==> src/rtl/hash_word_cmp.sv <==
// Combinational unsigned magnitude compare of one digest word against one target word.
module hash_word_cmp #(
  parameter int W = 32
) (
  input  logic [W-1:0] a_i,
  input  logic [W-1:0] b_i,
  output logic         lt_o,
  output logic         eq_o,
  output logic         gt_o
);

  assign lt_o = (a_i < b_i);
  assign eq_o = (a_i == b_i);
  assign gt_o = (a_i > b_i);

endmodule

==> config.mk <==
export PLATFORM = sky130hd
export DESIGN_NAME = hash_word_cmp
export DESIGN_NICKNAME = d
export VERILOG_FILES = /design/src/rtl/hash_word_cmp.sv
export SDC_FILE = /design/constraint.sdc
export NUM_CORES = 1
export LEC_CHECK = 0
export BUFFER_PORTS_ARGS = -buffer_cell sky130_fd_sc_hd__buf_2
export CORE_MARGIN = 5
export CORE_UTILIZATION = 41
export DETAILED_ROUTE_END_ITERATION = 16
export PLACE_DENSITY = 0.91
export SYNTH_ARGS = -nofsm -noshare
export SYNTH_HDL_FRONTEND = slang
export SYNTH_SLANG_ARGS = --single-unit
==> constraint.sdc <==
create_clock -name vclk -period 5.35
set_clock_uncertainty 0.15 [all_clocks]
set_input_delay 0.535 -clock vclk [all_inputs]
set_output_delay 0.535 -clock vclk [all_outputs]
set_load 0.005 [all_outputs]
==> impl_metrics.py, run 1 <==
metrics = {
    "drt": {
        "wirelength_um": 2200,
        "wl_per_cell_um": 10.6,
        "drt_iter0_markers": 6,
        "drtPass1Iterations": 3,
        "vias": 1017,
        "avgViaCountPerCell": 4.89,
        "route.detailed.drc": 0,
        "ant_nets": 0,
    },
    "cts": {
        "postCtsResizedCells": 0,
        "hold_buffers": 0,
        "cts_setup_buffers": 0,
    },
    "worst_setup_path": {
        "crit_fanout": 3,
        "end_kind": "output port",
        "critical_path_required_ns": 4.66,
        "cp_data_arrival_time_ns": 2.02,
        "path_class": "in -> out",
        "cp-start-kind": "primary input",
    },
    "sta": {
        "hold_viol": 0,
        "worst_pin_slew_ns": 0.281,
        "period_minus_slack_ns": 2.71,
        "fin_ws_ns": 2.64,
        "fmax_mhz": 369,
        "rsz0062_at_grt": "false",
        "slew_headroom_pct": 81.2,
        "period_share_pct": 50.6,
        "drv_slew": 0,
        "tns_ns": 0,
        "setup_viol": 0,
    },
    "synthesis": {
        "synth_top_area_cell": "ha_1",
        "ys_warn_count": 0,
        "synthTopCellsByCount": "ha_1, inv_1, a21oi_1",
        "avgSynthCellArea_sq_um": 7.46,
        "yosysSeqAreaShare_pct": 0,
        "syn-num-nets": 210,
        "synth_cells": 114,
        "synth.area.top_cells": "ha_1, inv_1, a21oi_1",
        "netlist_area_sq_um": 851,
        "synthDistinctLibCells": 23,
        "synth_top_cell_area_share_pct": 47.1,
    },
    "flow_run": {
        "cap_violations": 0,
    },
    "pwr": {
        "p_leak_uw": 0.000778,
        "p_total_uw": 81.6,
        "p_per_area_nw_per_um2": 66.9,
        "ir_drop_mv": 0.0470,
    },
    "grt": {
        "grt_max_degree": 5,
        "grt_pass1_wl_um": 3880,
        "grt-ovfl-total": 0,
        "grt_usage_pct": 14.0,
        "antenna_found_initial": 0,
        "grt_pass1_vias": 1059,
    },
    "die": {
        "dieArea_sq_um": 3090,
        "coreArea_sq_um": 1960,
        "start_util_pct": 43.4,
        "die_y_um": 55.6,
        "rows": 16,
        "ios": 67,
        "die_w_um": 55.6,
    },
    "place": {
        "dp_hpwl_um": 2180,
        "globalplace.congestion": 0.781,
        "place_ws_ns": 2.60,
        "portBuffers": 67,
        "placed_area_sq_um": 1220,
    },
    "cells_and_area": {
        "n_antenna_cell": 0,
        "syn_to_final_growth_pct": 43.4,
        "design.seq.count": 0,
        "seqCellArea_sq_um": 0,
        "drive_gt1_share_pct": 40.3,
        "finish.instance_area_sq_um": 1220,
        "clkbuf_count": 0,
        "fin_util_pct": 62.2,
        "nets": 279,
    },
    "outcome": {
        "status": "finished clean",
    },
    "hold_path": {
        "min_path_type": "in -> out",
    },
}
## per-stage QoR
step                instances  hold WS (ns)
detailed placement        208          1.47
global route              208          1.51
global placement          208          1.48
CTS                       208          1.48
floorplan                 114          1.24
finish                    208          1.47
## cells in the final DEF, fill, tap and decap left out
cell type   n
buf_2      67
o31a_1      1
a221o_1     1
nor2b_1     1
and4bb_4    1
a21boi_2    1
inv_1      32
nand3_1     4
a21oi_1    12
a221oi_1    2
nand2_1     8
nor4_2      1
o21ai_1     2
ha_1       32
a21oi_2     1
and4_1      3
and2_1      1
nand4_4     1
o21ai_0     1
nor2_1      2
o31ai_2     1
nand4_1     4
a21o_1      1
o211ai_1    1
## layer usage
metal  vias to the layer above  track usage, %  wire (um)
met1                       439            14.1        818
met2                        45            29.6       1140
met4                         0               0          0
met5                         -               0          0
met3                         0            3.73        234
li1                        533               -          -
## worst max-delay path, stage by stage
cell and delay (ns):
buf_2 0.07, inv_1 0.03, ha_1 0.32, nand4_1 0.18, nor4_2 0.33, a21boi_2 0.22, o31ai_2 0.08, and2_1 0.13
buf_2 0.12
## path summary, 6_finish.rpt
check	start	cells after the start	slack, ns	end
worst min-delay path	b_i[0]	5	1.47	eq_o
worst max-delay path	b_i[14]	9	2.64	lt_o
## final cells by class
type,instances,area (sq um)
Fill cell,196,742
Multi-Input combinational cell,82,731
Timing Repair Buffer,67,335
Inverter,32,120
Tap cell,27,33.8
## cell families (layout without fill, tap and decap cells)
| group | after synthesis | count (layout) | synth area share, % |
|---|---|---|---|
| AO/OA/AOI/OAI | 24 | 24 | 18.7 |
| buffers and inverters | 32 | 99 | 14.1 |
| adder cells (fa/ha/maj) | 32 | 32 | 47.1 |
| AND/OR/NAND/NOR | 26 | 26 | 20.1 |
## power by group
group          internal (uW)  switching (uW)
Sequential                 0               0
Combinational           43.6            38.0
Clock                      0               0
Total                   43.6            38.0
No activity file was read; power rests on OpenSTA's default activity.
==> inputs of run 2 (changes only) <==
--- a/config.mk
+++ b/config.mk
@@ -5,11 +5,12 @@
 export SDC_FILE = /design/constraint.sdc
 export NUM_CORES = 1
 export LEC_CHECK = 0
+export ABC_AREA = 1
 export BUFFER_PORTS_ARGS = -buffer_cell sky130_fd_sc_hd__buf_2
 export CORE_MARGIN = 5
 export CORE_UTILIZATION = 41
 export DETAILED_ROUTE_END_ITERATION = 16
-export PLACE_DENSITY = 0.91
+export PLACE_DENSITY = 0.9
 export SYNTH_ARGS = -nofsm -noshare
 export SYNTH_HDL_FRONTEND = slang
 export SYNTH_SLANG_ARGS = --single-unit
==> constraint.sdc (replaced) <==
create_clock -name vclk -period 2.7
set_clock_uncertainty 0.15 [all_clocks]
set_input_delay 0.27 -clock vclk [all_inputs]
set_output_delay 0.27 -clock vclk [all_outputs]
set_load 0.005 [all_outputs]
==> run 2 against run 1 <==
  * Die area is 3.4% higher
  * Core utilization is 0.51 points higher
  * Final cell count is 13% higher
  * Design area increased by 2.9%
  * Worst hold slack lost 0.52 ns
  * Global-route usage down 1.3 points
  * Synthesized cell count grew 23%
  * Critical endpoint unchanged
  * Sequential share of layout area unchanged
  * Clock-buffer cell count unchanged
==> impl_metrics.py, run 2 <==
metrics = {
    "pwr": {
        "p_leak_uw": 0.000855,
        "p_total_uw": 166,
        "ir_drop_mv": 0.0791,
        "p_per_area_nw_per_um2": 132,
    },
    "drt": {
        "avgViaCountPerCell": 4.49,
        "ant_nets": 0,
        "wirelength_um": 2050,
        "drtPass1Iterations": 2,
        "vias": 1051,
        "drt_iter0_markers": 8,
        "wl_per_cell_um": 8.78,
        "route.detailed.drc": 0,
    },
    "sta": {
        "tns_ns": 0,
        "period_share_pct": 68.3,
        "drv_slew": 0,
        "whs_ns": 0.950,
        "period_minus_slack_ns": 1.84,
        "worst_pin_slew_ns": 0.176,
        "fmax_mhz": 542,
        "hold_viol": 0,
        "setup_viol": 0,
        "rsz0062_at_grt": "false",
        "slew_headroom_pct": 88.2,
    },
    "cells_and_area": {
        "syn_to_final_growth_pct": 41.7,
        "num-fill-cells": 211,
        "fin_util_pct": 62.7,
        "layout_common_cells": "buf_2, inv_1, ha_1",
        "nets": 305,
        "seqCellArea_sq_um": 0,
        "design.seq.count": 0,
        "drive_gt1_share_pct": 37.2,
        "multi_input_area_sq_um": 743,
        "clkbuf_count": 0,
        "layout_commonest_cell": "buf_2",
        "n_antenna_cell": 0,
    },
    "die": {
        "start_util_pct": 44.3,
        "dieArea_sq_um": 3190,
        "coreArea_sq_um": 2000,
        "die_y_um": 56.5,
        "ios": 67,
        "rows": 16,
        "die_w_um": 56.5,
    },
    "grt": {
        "grt_pass1_wl_um": 3620,
        "grt_max_degree": 4,
        "antenna_found_initial": 0,
        "grt-ovfl-total": 0,
        "grt_usage_pct": 12.8,
        "grt_pass1_vias": 994,
    },
    "worst_setup_path": {
        "end_kind": "output port",
        "critical_path_required_ns": 2.28,
        "path_class": "in -> out",
        "cp-start-kind": "primary input",
        "cp_data_arrival_time_ns": 1.42,
        "crit_fanout": 3,
    },
    "flow_run": {
        "cap_violations": 0,
    },
    "synthesis": {
        "synthTopCellsByCount": "inv_1, ha_1, nand2_1",
        "ys_warn_count": 0,
        "synth_cells": 140,
        "netlist_area_sq_um": 886,
        "syn-num-nets": 236,
        "synth_top_cell_area_share_pct": 45.2,
        "yosysSeqAreaShare_pct": 0,
        "synthDistinctLibCells": 18,
        "avgSynthCellArea_sq_um": 6.33,
        "synth_most_common_cell": "inv_1",
        "synth_top_area_cell": "ha_1",
        "synth.area.top_cells": "ha_1, inv_1, nand2_1",
    },
    "place": {
        "portBuffers": 67,
        "dp_hpwl_um": 2030,
        "globalplace.congestion": 0.777,
    },
    "cts": {
        "cts_setup_buffers": 0,
        "postCtsResizedCells": 0,
        "hold_buffers": 0,
    },
    "hold_path": {
        "min_path_type": "in -> out",
    },
    "outcome": {
        "status": "finished clean",
    },
}
run 2: where the power goes:
part           internal (uW)  switching, uW  total (uW)
clock                      0              0           0
sequential                 0              0           0
combinational           87.2           78.6         166
total                   87.2           78.6         166
run 2: final cells by class:
class / count / share of cell area, %
repair buffers: 67 / 26.7
well taps: 27 / 2.69
inverters: 38 / 11.4
multi-input cells: 102 / 59.2
run 2: worst max-delay path, stage by stage:
cell and delay, ns:
buf_2 0.10, ha_1 0.32, a21oi_1 0.16, nand2_1 0.07
a21oi_1 0.14, nand2_1 0.08, nand2_1 0.07, and2_1 0.11
buf_2 0.11
run 2: stage by stage:
step | cells | worst slack (ns) | cell area [sq um]
after floorplan | 140 | 1.12 | 886
after global placement | 234 | 0.845 | 1250
after detailed placement | 234 | 0.844 | 1250
after CTS | 234 | 0.838 | 1250
after global routing | 234 | 0.716 | 1250
final | 234 | 0.855 | 1250
run 2: cell families after synthesis:
| family | share of synthesized area, % |
|---|---|
| compound gates | 12.1 |
| simple gates | 26.6 |
| fa+ha+maj | 45.2 |
| buf+inv | 16.1 |
run 2: path summary, 6_finish.rpt:
| path | cells past startpoint | startpoint | to |
|---|---|---|---|
| max | 9 | a_i[11] | lt_o |
| min | 5 | a_i[16] | eq_o |
run 2: metal layers:
layer	part of all wire [%]	track usage (%)	wire [um]	vias up
met2	52	25.9	1070	38
met5	0	0	0	-
met1	38	14.3	781	435
met4	0	0	0	0
met3	10	2.29	207	0
li1	-	-	-	578
